<file path="src/rtl/group_reader.sv">
// group_reader
//   Walks a zero-delimited group buffer in the token RAM and streams every
//   stored token out on a valid/ready interface. Each token carries its group
//   index and a flag that marks the last token of its group. Each group is a
//   run of non-zero words closed by a single 0. The list ends at the first
//   group slot that holds 0.
//
// Ports
//   clk        clock, all logic on the rising edge
//   rst        synchronous reset, active high
//   cs         start strobe, honoured only while idle or done
//   base_addr  first buffer address, latched when cs is accepted
//   rd_addr    RAM read address (synchronous RAM, data one cycle later)
//   rd_data    RAM read data
//   out_data   current token
//   out_valid  token valid
//   out_ready  consumer ready; transfer on out_valid & out_ready
//   out_last   token is the last of its group
//   out_group  group index of out_data
//   n_groups   groups emitted so far (final count once done is set)
//   done       list finished, held until the next accepted cs
//   err        address space exhausted before the terminator (valid with done)
module group_reader #(
    parameter int unsigned ADDR_WIDTH      = 4,
    parameter int unsigned DATA_WIDTH      = 8,
    parameter int unsigned GROUP_CNT_WIDTH = 4
) (
    input  logic                       clk,
    input  logic                       rst,
    input  logic                       cs,
    input  logic [ADDR_WIDTH-1:0]      base_addr,
    output logic [ADDR_WIDTH-1:0]      rd_addr,
    input  logic [DATA_WIDTH-1:0]      rd_data,
    output logic [DATA_WIDTH-1:0]      out_data,
    output logic                       out_valid,
    input  logic                       out_ready,
    output logic                       out_last,
    output logic [GROUP_CNT_WIDTH-1:0] out_group,
    output logic [GROUP_CNT_WIDTH-1:0] n_groups,
    output logic                       done,
    output logic                       err
);

    typedef enum logic [2:0] {
        S_IDLE,
        S_RD,
        S_CAP,
        S_EMIT,
        S_DONE
    } state_t;

    state_t                     state_q, state_d;
    logic [ADDR_WIDTH-1:0]      ptr_q, ptr_d;
    logic [DATA_WIDTH-1:0]      tok_q, tok_d;
    logic [DATA_WIDTH-1:0]      nxt_q, nxt_d;
    logic                       have_tok_q, have_tok_d;
    logic                       last_q, last_d;
    logic [GROUP_CNT_WIDTH-1:0] grp_q, grp_d;
    logic                       done_q, done_d;
    logic                       err_q, err_d;
    logic                       ptr_at_end;

    // The pointer never wraps: stepping past the top address ends the list
    // with an error instead.
    assign ptr_at_end = (ptr_q == '1);

    always_ff @(posedge clk) begin
        if (rst) begin
            state_q    <= S_IDLE;
            ptr_q      <= '0;
            tok_q      <= '0;
            nxt_q      <= '0;
            have_tok_q <= 1'b0;
            last_q     <= 1'b0;
            grp_q      <= '0;
            done_q     <= 1'b0;
            err_q      <= 1'b0;
        end else begin
            state_q    <= state_d;
            ptr_q      <= ptr_d;
            tok_q      <= tok_d;
            nxt_q      <= nxt_d;
            have_tok_q <= have_tok_d;
            last_q     <= last_d;
            grp_q      <= grp_d;
            done_q     <= done_d;
            err_q      <= err_d;
        end
    end

    always_comb begin
        state_d    = state_q;
        ptr_d      = ptr_q;
        tok_d      = tok_q;
        nxt_d      = nxt_q;
        have_tok_d = have_tok_q;
        last_d     = last_q;
        grp_d      = grp_q;
        done_d     = done_q;
        err_d      = err_q;

        out_valid  = 1'b0;
        out_data   = '0;
        out_last   = 1'b0;
        out_group  = '0;

        unique case (state_q)
            S_IDLE, S_DONE: begin
                if (cs) begin
                    ptr_d      = base_addr;
                    grp_d      = '0;
                    have_tok_d = 1'b0;
                    done_d     = 1'b0;
                    err_d      = 1'b0;
                    state_d    = S_RD;
                end
            end

            S_RD: begin
                state_d = S_CAP;
            end

            // One-word lookahead: a token is emitted only once the word after
            // it is known, so out_last is available together with the token.
            S_CAP: begin
                if (!have_tok_q) begin
                    if (rd_data == '0) begin
                        done_d  = 1'b1;
                        state_d = S_DONE;
                    end else begin
                        tok_d      = rd_data;
                        have_tok_d = 1'b1;
                        if (ptr_at_end) begin
                            done_d  = 1'b1;
                            err_d   = 1'b1;
                            state_d = S_DONE;
                        end else begin
                            ptr_d   = ptr_q + ADDR_WIDTH'(1);
                            state_d = S_RD;
                        end
                    end
                end else begin
                    if (rd_data == '0) begin
                        last_d = 1'b1;
                    end else begin
                        nxt_d  = rd_data;
                        last_d = 1'b0;
                    end
                    state_d = S_EMIT;
                end
            end

            S_EMIT: begin
                out_valid = 1'b1;
                out_data  = tok_q;
                out_last  = last_q;
                out_group = grp_q;
                if (out_ready) begin
                    if (last_q) begin
                        // ptr sits on the separator; stepping once more lands
                        // on the next group's first word.
                        have_tok_d = 1'b0;
                        grp_d      = grp_q + GROUP_CNT_WIDTH'(1);
                    end else begin
                        tok_d = nxt_q;
                    end
                    if (ptr_at_end) begin
                        done_d  = 1'b1;
                        err_d   = 1'b1;
                        state_d = S_DONE;
                    end else begin
                        ptr_d   = ptr_q + ADDR_WIDTH'(1);
                        state_d = S_RD;
                    end
                end
            end

            default: begin
                state_d = S_IDLE;
            end
        endcase
    end

    assign rd_addr  = ptr_q;
    assign n_groups = grp_q;
    assign done     = done_q;
    assign err      = err_q;

endmodule

</file>
<file path="config.mk">
export PLATFORM = sky130hd
export DESIGN_NAME = group_reader
export DESIGN_NICKNAME = d
export VERILOG_FILES = /design/src/rtl/group_reader.sv
export SDC_FILE = /design/constraint.sdc
export NUM_CORES = 1
export LEC_CHECK = 0
export ABC_CLOCK_PERIOD_IN_PS = 2200
export CAP_MARGIN = 20
export CORE_MARGIN = 1
export CORE_UTILIZATION = 45
export CTS_CLUSTER_SIZE = 12
export DETAILED_ROUTE_END_ITERATION = 8
export GPL_TIMING_DRIVEN = 0
export PLACE_DENSITY_LB_ADDON = 0.15
export SYNTH_ARGS = -nofsm -noshare
export SYNTH_HDL_FRONTEND = slang
export SYNTH_SLANG_ARGS = --single-unit
</file>
<file path="constraint.sdc">
create_clock -name clk -period 2.2 [get_ports clk]
set_input_delay 0.44 -clock clk [delete_from_list [all_inputs] [get_ports clk]]
set_output_delay 0.44 -clock clk [all_outputs]
set_load 0.005 [all_outputs]
</file>
# Yosys cells after proc, flatten, opt, wreduce, memory -nomap -nowiden
# Index checks and enable logic that the tools add are counted.
[word_totals]
regBits = 31
inputBits = 16
[classes]
n_addsub = 2
eq_ne = 11
mux = 42
n_bitwise = 1
n_reduce_logical = 14
[ops]
columns = ["op", "n"]
rows = [
  ["2-to-1 mux 8 bit", 5],
  ["2-to-1 mux 4 bit", 9],
  ["2-to-1 mux 1 bit", 16],
  ["case mux 8 bit (2 select lines)", 1],
  ["2-to-1 mux 3 bit", 5],
  ["inequality test 2 bit (second input constant)", 6],
  ["case mux 3 bit (4 select lines)", 1],
  ["case mux 4 bit (3 select lines)", 1],
  ["AND reduction 4 bit", 3],
  ["AND reduction 5 bit", 2],
  ["case mux 1 bit (3 select lines)", 3],
  ["adder 4 x 1 -> 4 bit (second input constant)", 2],
  ["zero test 8 bit", 1],
  ["case mux 4 bit (2 select lines)", 1],
  ["equality test 3 x 2 -> 1 bit (second input constant)", 2],
  ["equality test 4 bit (second input constant)", 1],
  ["AND reduction 2 bit", 2],
  ["nonzero test 2 bit", 2],
  ["equality test 3 x 1 -> 1 bit (second input constant)", 1],
  ["equality test 3 bit (second input constant)", 1],
  ["zero test 3 bit", 1],
  ["AND reduction 3 bit", 1],
  ["nonzero test 3 bit", 1],
  ["OR reduction 2 bit", 1],
  ["NOT 1 bit", 1],
]

# Longest topological paths before layout
# Gate-level depths: netlist of run 1.
[logic_depth]
word_depth = 5
depth_mapped = 7

# Worst setup path before layout of run 1
# OpenSTA, ideal clock, no wires.
[synth_path]
path_kind = "input-to-reg"
from = "in rd_data[2]"
to = "reg nxt_q[0]"
arrival_time_ns = 1.725
t_required_ns = 2.083
slack_ns = 0.358
stages = 6
n_path_buf = 1
cell_sequence = "or4_1 or2_1 and3_1 buf_6 mux2i_1 nor2_1"
[synth_between]
elab_chain_cells = 3
[synth_rtl]
columns = ["item", "line_no", "text"]
rows = [
  ["start: declaration", "33", "input logic [DATA_WIDTH-1:0] rd_data,"],
  ["zero test 8 bit", "143", "if (rd_data == '0) begin"],
  ["NOT 1 bit (no source line)", "--", ""],
  ["AND reduction 3 bit (no source line)", "--", ""],
  ["end signal: assignment", "82", "nxt_q <= nxt_d;"],
  ["end: declaration", "55", "logic [DATA_WIDTH-1:0] nxt_q, nxt_d;"],
]
# No other way between the ends.
# A chain may end at the register's enable or synchronous reset.

# Worst setup path after layout of run 1
[layout_path]
from = "in out_ready"
to = "reg ptr_q[2], in the netlist rd_addr[2]"
[layout_between]
elab_chain_cells = 2
[layout_rtl]
columns = ["item", "line_no", "text"]
rows = [
  ["start: declaration", "36", "input logic out_ready,"],
  ["inequality test 2 bit (no source line)", "--", ""],
  ["AND reduction 5 bit (no source line)", "--", ""],
  ["end signal: assignment", "80", "ptr_q <= ptr_d;"],
  ["end: declaration", "53", "logic [ADDR_WIDTH-1:0] ptr_q, ptr_d;"],
]
# No other way between the ends.

==> impl_metrics.ini, run 1 <==
[outcome]
outcome = complete, no violations

[logic_synthesis]
ys_ff_latch = 31
synth_top_family_by_area = simple AND/OR/NAND/NOR gates
async_flop_share_pct = 0
synth_xor_area_share_pct = 2.24
synth_cell_types = 39
synth-adder-area-share_pct = 1.60
synth-seq-area-share_pct = 39.6
muxShareOfSynthArea_pct = 10.2
synth_fp_nets = 200
synth.avg_cell_area_um2 = 8.61
ys_warn_count = 0
syn_area_mm2 = 0.00157
synthCells = 182
synth_compound_area_share_pct = 17.3
synth_edf_count = 0
yosys.area_share.simple_pct = 23.3
ys.flop_type = dfxtp_1

[hold_path]
min_from = rst
worstHoldEndpoint = state_q[0]$_SDFFE_PP0P_
hp-class = input port to flip-flop
min_path_cells = 2

[sta]
drv_slew = 0
relSlewSlack_pct = 67.6
fin_hold_ws_ns = 0.335
skew_ns = 0.0101
period_minus_slack_ns = 2.16
hold_violations = 0
finalSetupViolations = 0
fmax_mhz = 463
min_period_over_period_pct = 98.2
worst_slew_pin_slew_ns = 0.486

[global_route]
grt.total_usage_pct = 21.9
grt_max_degree = 11
grt-ovfl-total = 0
grt_pass1_vias = 1402
antenna_found_initial = 0
grt_first_pass_wirelength_um = 5950

[routing]
drc = 0
num_vias = 1492
detail_route.wirelength_um = 3820
first_pass_iters = 4
detail_route.vias_per_cell = 5.33
postRouteAntennaNets = 0
drt_iter0_markers = 67
wl_per_cell_um = 13.7

[pwr]
ir_drop_mv = 0.393
power_uw = 1570
p_per_area_mw_per_mm2 = 730
p_leak_uw = 0.000919

[placed_design]
place_area_mm2 = 0.00200
hpwl_um = 2800
gp_congestion = 0.843
dp.cells = 266
portBuffers = 38

[worst_setup_path]
r2r-end = rd_addr[2]$_SDFFE_PP0P_
reg2reg_slack_ns = 0.19
critPathKind = input port to flip-flop
worstPathArrival_ns = 2.38
cp-start-kind = input port
ff2ff_path_depth = 7
worstSetupEndpointType = flip-flop
crit_required_ns = 2.42
r2r_start = state_q[2]$_SDFFE_PP0P_
critPathMaxFanout = 7

[floorplanning]
io_pins = 40
rows = 21
dieArea_mm2 = 0.00372
die_width_um = 61
core_area_mm2 = 0.00334
start_util_pct = 46.9
dieHeight_um = 61

[clock_network]
cts_tree = built
h-tree-depth = 2
cts_buffers = 5
clk_latency_ns = 0.33
cts_root_buf = clkbuf_4
cts_sinks = 31
cts_max_path_buffers = 2
clk_pin_slew_ns = 0.10
cts_hold_buf = 0

[final_layout]
drive_gt1_share_pct = 13.7
fillers = 335
finish.utilization_pct = 64.5
final_nets = 252
fin_area_mm2 = 0.00215
fin_cells = 280
num_antenna_cells = 0
area_growth_syn_to_layout_pct = 37.5

[run]
max-cap-violations = 0
metrics by stage:
step                      setup slack, ns   TNS, ns
after floorplan                     0.358         0
after global placement             -0.188     -3.10
after detailed placement           -0.268     -3.97
after CTS                         0.00579         0
after global routing             -0.00918  -0.00918
final                              0.0402         0
critical path, stage by stage:
cell and delay [ns]:
clkdlybuf4s50_1 0.61, and2_1 0.21, o21ai_0 0.18, a221oi_2 0.50, o21ai_1 0.14, a32o_1 0.29
where the power goes:
| group | internal (µW) | switching (µW) | leakage (µW) | total (µW) |
|---|---|---|---|---|
| Clock | 148 | 192 | 0.0000341 | 340 |
| Combinational | 275 | 277 | 0.000631 | 553 |
| Sequential | 625 | 54.6 | 0.000254 | 680 |
per-layer routing:
layer  wire (µm)  track usage (%)  vias to the layer above
met5           0                0                        -
met4          51             8.44                        0
met3         180             4.90                        6
met2        1940             39.4                       39
met1        1660             25.1                      688
li1            -                -                      759
cells in the final DEF, fill, tap and decap left out, drive strengths merged, types with 2 or more instances in the layout:
master | netlist | final
a211oi | 9 | 9
buf | 7 | 14
dfxtp | 31 | 31
nor3 | 3 | 3
nand2b | 2 | 2
o21ai | 6 | 6
clkdlybuf4s15 | 0 | 3
or4 | 2 | 2
nand3 | 2 | 2
inv | 4 | 4
clkdlybuf4s50 | 0 | 24
and2 | 2 | 2
a22oi | 2 | 2
mux2i | 16 | 16
dlygate4sd2 | 0 | 10
ha | 2 | 2
nor3b | 2 | 2
a21oi | 13 | 13
xor2 | 3 | 3
nor2 | 33 | 33
or2 | 2 | 2
nand2 | 9 | 9
clkbuf | 4 | 10
and3 | 15 | 15
Yosys cell counts, drive strengths merged (2+ instances only):
| library cell | n | share of area, % |
|---|---|---|
| a22oi | 2 | 0.96 |
| inv | 4 | 0.96 |
| mux2i | 16 | 10 |
| nor3 | 3 | 0.96 |
| a21oi | 13 | 4.2 |
| o21ai | 6 | 1.9 |
| nand2 | 9 | 2.2 |
| ha | 2 | 1.6 |
| buf | 7 | 3.8 |
| nor2 | 33 | 8.4 |
| xor2 | 3 | 1.7 |
| nand3 | 2 | 0.64 |
| dfxtp | 31 | 40 |
| nand2b | 2 | 0.80 |
| nor3b | 2 | 0.96 |
| and2 | 2 | 0.80 |
| clkbuf | 4 | 0.96 |
| and3 | 15 | 6.0 |
| or4 | 2 | 0.96 |
| a211oi | 9 | 4.3 |
| or2 | 2 | 0.80 |
worst max-delay path by stage:
stage               cells after the start                    start                 endpoint
finish                                  6                out_ready  rd_addr[2]$_SDFFE_PP0P_
global route                            6                out_ready  rd_addr[2]$_SDFFE_PP0P_
CTS                                     5  state_q[2]$_SDFFE_PP0P_             out_group[3]
detailed placement                      6                out_ready  rd_addr[2]$_SDFFE_PP0P_
global placement                        7               rd_data[6]    nxt_q[4]$_SDFFE_PP0P_
floorplan                               6               rd_data[2]    nxt_q[0]$_SDFFE_PP0P_
flip-flops by register name, summed over array words and instances (netlist names):
name	count
nxt_q	8
tok_q	8
n_groups	4
rd_addr	4
state_q	3
done	1
err	1
have_tok_q	1
last_q	1
layout make-up:
type	count	area, µm²	share of cell area (%)
tap	46	57.6	2.67
clock inverter	1	5.00	0.232
clock buffer	6	51.3	2.38
timing repair buffer	45	435	20.2
sequential	31	629	29.2
multi-input combinational	136	861	40.0
buffer	11	98.8	4.59
inverter	4	15.0	0.697
timing repair:
action,in CTS,in global routing
pin swaps,0,1
cloned,0,0
gates resized for setup,25,6
setup endpoints to repair,14,7
buffers inserted,4,3
cells by family after synthesis:
| group | count (synthesis) |
|---|---|
| flip-flops | 31 |
| buffers and inverters | 15 |
| XOR/XNOR | 4 |
| multiplexers | 16 |
| adder cells (fa/ha/maj) | 2 |
| AND/OR/NAND/NOR | 74 |
| AO/OA/AOI/OAI | 40 |
No activity file was read; power rests on OpenSTA's default activity.
==> run 2, diff against run 1 <==
--- a/config.mk
+++ b/config.mk
@@ -13,6 +13,7 @@
 export DETAILED_ROUTE_END_ITERATION = 8
 export GPL_TIMING_DRIVEN = 0
 export PLACE_DENSITY_LB_ADDON = 0.15
+export RECOVER_POWER = 50
 export SYNTH_ARGS = -nofsm -noshare
 export SYNTH_HDL_FRONTEND = slang
 export SYNTH_SLANG_ARGS = --single-unit
==> impl_metrics.ini, run 2 (same netlist as run 1, synthesis figures left out) <==
[outcome]
outcome = complete, no violations

[clock_network]
cts_hold_buf = 0
cts_sinks = 31
cts_max_path_buffers = 2
cts_tree = built
cts_root_buf = clkbuf_4
cts_buffers = 5
h-tree-depth = 2
clk_pin_slew_ns = 0.11
clk_latency_ns = 0.33

[worst_setup_path]
critPathMaxFanout = 7
crit_required_ns = 2.42
critPathKind = input port to flip-flop
cpPeakStageDelay_ns = 0.59
worst-path-buf-inv = 1
worstPathArrival_ns = 2.35
crit_family = compound AO/OA/AOI/OAI gates
crit_slowest_cell = clkdlybuf4s50_1
cp-start-kind = input port
crit_chain = clkdlybuf4s50_1, and2_1, o21ai_0, a221oi_2, o21ai_1, a32o_1
worstSetupEndpointType = flip-flop

[pwr]
power_uw = 1550
p_clk_share_pct = 22.2
p_seq_share_pct = 43.7
power_frac_comb_pct = 34.1
p_sw_uw = 523
p_leak_uw = 0.000942
swShare_pct = 33.7
p_int_uw = 1030
ir_drop_mv = 0.394
p_per_area_mw_per_mm2 = 727

[routing]
num_vias = 1492
postRouteAntennaNets = 0
drc = 0
first_pass_iters = 4
wl_met2_um = 1920
wl_met3_um = 169
wl_per_cell_um = 13.5
drt_iter0_markers = 111
wl_met1_um = 1640
detail_route.vias_per_cell = 5.33
top_layer_used = met4
detail_route.wirelength_um = 3790

[sta]
finalSetupViolations = 0
worst_slew_pin_slew_ns = 0.491
relSlewSlack_pct = 67.2
min_period_over_period_pct = 96.7
skew_ns = 0.0106
drv_slew = 0
fmax_mhz = 470
hold_violations = 0
period_minus_slack_ns = 2.13

[final_layout]
final_cell_mix = nor2_1, dfxtp_1, mux2i_1
final_nets = 252
fillers = 338
fin_cells = 280
num_antenna_cells = 0
area_growth_syn_to_layout_pct = 36.4
multi_input_area_um2 = 861
seq_area_um2 = 629
drive_gt1_share_pct = 13.2
final_common_cell = nor2_1
largestRegisters = nxt_q: 8 flops, tok_q: 8 flops

[global_route]
grt_first_pass_wirelength_um = 5950
antenna_found_initial = 0
grt_pass1_vias = 1402
grt-ovfl-total = 0
grt.total_usage_pct = 21.9
grt_max_degree = 11

[placed_design]
portBuffers = 38
gp_congestion = 0.843
hpwl_um = 2800
dp.cells = 266

[floorplanning]
start_util_pct = 46.9
dieArea_mm2 = 0.00372
dieHeight_um = 61
rows = 21
core_area_mm2 = 0.00334
io_pins = 40
die_width_um = 61

[hold_path]
hp-class = input port to flip-flop

[run]
max-cap-violations = 0
## run 2: cell count changes in the layout (fill, tap and decap cells not counted), sizes merged
cell,delta
dlygate4sd3,+11
clkbuf,+1
buf,-1
clkdlybuf4s50,-11
## run 2: power groups by stage
stage	Combinational, µW	Sequential, µW	Clock [µW]
floorplan	327	681	0
global placement	467	688	0
detailed placement	481	693	0
CTS	525	680	344
global route	583	689	373
finish	530	679	344
## run 2: cell type report
cell class | instances | area share, %
buffer | 11 | 4.63
clock buffer | 6 | 2.40
clock inverter | 1 | 0.234
inverter | 4 | 0.703
multi-input combinational | 136 | 40.3
sequential | 31 | 29.4
tap | 46 | 2.69
timing repair buffer | 45 | 19.6
## run 2: path summary, 6_finish.rpt
| kind | from | endpoint | slack, ns | cells after the start |
|---|---|---|---|---|
| hold / removal | rst | state_q[0]$_SDFFE_PP0P_ | 0.33 | 2 |
| hold reg to reg | err$_SDFFE_PP0P_ | err$_SDFFE_PP0P_ | 0.47 | 2 |
| setup reg to reg | state_q[2]$_SDFFE_PP0P_ | rd_addr[2]$_SDFFE_PP0P_ | 0.20 | 7 |
| setup / recovery | out_ready | rd_addr[2]$_SDFFE_PP0P_ | 0.07 | 6 |
## run 2: timing repair
item | CTS | global route
pin swaps | 0 | 1
buffers inserted | 4 | 3
setup endpoints to repair | 14 | 7
resized for setup | 25 | 6
## run 2: layer usage
layer	vias to the layer above	GRT usage [%]
li1	758	-
met1	682	25.1
met2	44	39.4
met3	8	4.90
met4	0	8.44
met5	-	0
## run 2: stage by stage
stage          hold WS (ns)  worst slack [ns]  cell area (µm²)  util (%)  TNS (ns)
2_1_floorplan         0.452             0.358             1570         -         0
3_3_place_gp          0.451            -0.188             2000      60.1     -3.10
3_5_place_dp          0.457            -0.268             2000      60.1     -3.97
4_1_cts               0.331           0.00579             2120      63.5         0
5_1_grt               0.333          -0.00918             2140      64.0  -0.00918
6_report              0.326            0.0725             2140      64.0         0
==> run 3, diff against run 2 <==
--- a/config.mk
+++ b/config.mk
@@ -14,6 +14,7 @@
 export GPL_TIMING_DRIVEN = 0
 export PLACE_DENSITY_LB_ADDON = 0.15
 export RECOVER_POWER = 50
+export REMOVE_ABC_BUFFERS = 1
 export SYNTH_ARGS = -nofsm -noshare
 export SYNTH_HDL_FRONTEND = slang
 export SYNTH_SLANG_ARGS = --single-unit
==> impl_metrics.ini, run 3 (same netlist as run 1, synthesis figures left out) <==
[outcome]
outcome = complete, no violations

[routing]
top_layer_used = met4
num_vias = 1473
wl_met1_um = 1580
drc = 0
detail_route.wirelength_um = 3550
wl_met3_um = 203
wl_met2_um = 1710
first_pass_iters = 4
detail_route.vias_per_cell = 5.54
postRouteAntennaNets = 0
drt_iter0_markers = 123
wl_per_cell_um = 13.3

[floorplanning]
die_width_um = 61
dieHeight_um = 61
rows = 21
dieArea_mm2 = 0.00372
core_area_mm2 = 0.00334
start_util_pct = 46.9
io_pins = 40

[placed_design]
place_area_mm2 = 0.00194
portBuffers = 39
hpwl_um = 2400
gp_congestion = 0.802
pre_cts_ws_ns = -0.531

[final_layout]
final_nets = 238
final_cell_mix = nor2_1, dfxtp_1, clkdlybuf4s50_1
fin_area_mm2 = 0.00204
finish.utilization_pct = 61.2
area_growth_syn_to_layout_pct = 30.4
final_common_cell = nor2_1
largestRegisters = nxt_q: 8 flops, tok_q: 8 flops
drive_gt1_share_pct = 9.55
num_antenna_cells = 0

[pwr]
p_per_area_mw_per_mm2 = 719
p_sw_uw = 494
p_int_uw = 973
power_frac_comb_pct = 28.0
swShare_pct = 33.7
p_seq_share_pct = 49.6
p_clk_share_pct = 22.4
ir_drop_mv = 0.391
p_leak_uw = 0.000798

[sta]
finalSetupViolations = 0
fin_hold_ws_ns = 0.478
relSlewSlack_pct = 35.7
fmax_mhz = 472
skew_ns = 0.0110
min_period_over_period_pct = 96.4
worst_slew_pin_slew_ns = 0.961
period_minus_slack_ns = 2.12
rsz0062_at_grt = false
setup_ws_ns = 0.0796
drv_slew = 0
hold_violations = 0

[worst_setup_path]
crit_required_ns = 1.76
critPathMaxFanout = 9
r2r-end = rd_addr[2]$_SDFFE_PP0P_
r2r_start = state_q[0]$_SDFFE_PP0P_
worstPathArrival_ns = 1.68
reg2reg_slack_ns = 0.18
cp-start-kind = flip-flop
ff2ff_path_depth = 5
worstSetupEndpointType = primary output
critPathKind = flip-flop to primary output

[global_route]
grt-ovfl-total = 0
grt_max_degree = 32
antenna_found_initial = 0
grt_first_pass_wirelength_um = 5360
grt.total_usage_pct = 20.0
grt_pass1_vias = 1245

[clock_network]
cts_sinks = 31
h-tree-depth = 2
cts_max_path_buffers = 2
clk_pin_slew_ns = 0.08
cts_buffers = 5
cts_tree = built
cts_root_buf = clkbuf_4
clk_latency_ns = 0.33
cts_hold_buf = 0

[hold_path]
min_from = err$_SDFFE_PP0P_
hp-class = flip-flop to flip-flop
worstHoldEndpoint = err$_SDFFE_PP0P_
min_path_cells = 2

[run]
max-cap-violations = 0
==> run 3: cell count changes in the layout (fill, tap and decap cells not counted), sizes merged <==
| cell | delta |
|---|---|
| buf | -12 |
| dlygate4sd3 | +1 |
| and2b | +2 |
| clkbuf | -5 |
| clkdlybuf4s50 | +14 |
| clkdlybuf4s15 | -3 |
| dlygate4sd2 | -10 |
| dlymetal6s2s | -1 |
==> run 3: area by class of cell <==
type / instances / area (µm²)
clock buffers: 6 / 51.3
clock inverters: 1 / 5.00
fillers: 317 / 1290
inverters: 4 / 15.0
multi-input cells: 138 / 888
flip-flops and latches: 31 / 627
well taps: 46 / 57.6
repair buffers: 40 / 398
==> run 3: worst max-delay path by stage <==
| stage | end | depth (start not counted) | slack (ns) | from |
|---|---|---|---|---|
| after floorplan | rd_addr[2]$_SDFFE_PP0P_ | 5 | 0.05 | state_q[0]$_SDFFE_PP0P_ |
| after global placement | tok_q[1]$_SDFFE_PP0P_ | 5 | -0.50 | state_q[0]$_SDFFE_PP0P_ |
| after detailed placement | tok_q[0]$_SDFFE_PP0P_ | 5 | -0.53 | state_q[0]$_SDFFE_PP0P_ |
| after CTS | out_data[5] | 3 | -0.01 | state_q[2]$_SDFFE_PP0P_ |
| after global routing | out_valid | 3 | 0.02 | state_q[2]$_SDFFE_PP0P_ |
| final | out_data[4] | 3 | 0.08 | state_q[1]$_SDFFE_PP0P_ |
==> run 3: critical path, cell delays in order, from the launching register on <==
cell             delay (ns)
dfxtp_2                0.40
and2b_2                0.28
and3_1                 0.18
clkdlybuf4s50_1        0.50
==> run 3: layer usage <==
layer	global-route usage (%)	vias to the layer above
li1	-	728
met1	23.5	688
met2	33.4	52
met3	6.40	5
met4	8.44	0
met5	0	-
==> run 3: through the flow <==
| stage | std cells | TNS (ns) | power, µW |
|---|---|---|---|
| finish | 266 | 0 | 1470 |
| global route | 266 | 0 | 1560 |
| CTS | 264 | -0.0106 | 1470 |
| detailed placement | 256 | -8.79 | 1130 |
| global placement | 256 | -8.37 | 1120 |
| floorplan | 171 | 0 | 967 |
==> run 3: power groups by stage <==
stage                     Combinational, µW  Sequential [µW]  Clock, µW
after floorplan                         255              712          0
after global placement                  388              730          0
after detailed placement                400              733          0
after CTS                               410              725        340
after global routing                    452              742        370
final                                   411              728        329
==> run 3: repair_timing <==
item | CTS | global route
cloned | 0 | 2
setup buffers | 1 | 0
resized for setup | 7 | 5
pin swaps | 0 | 0
endpoints found under the setup margin | 27 | 22
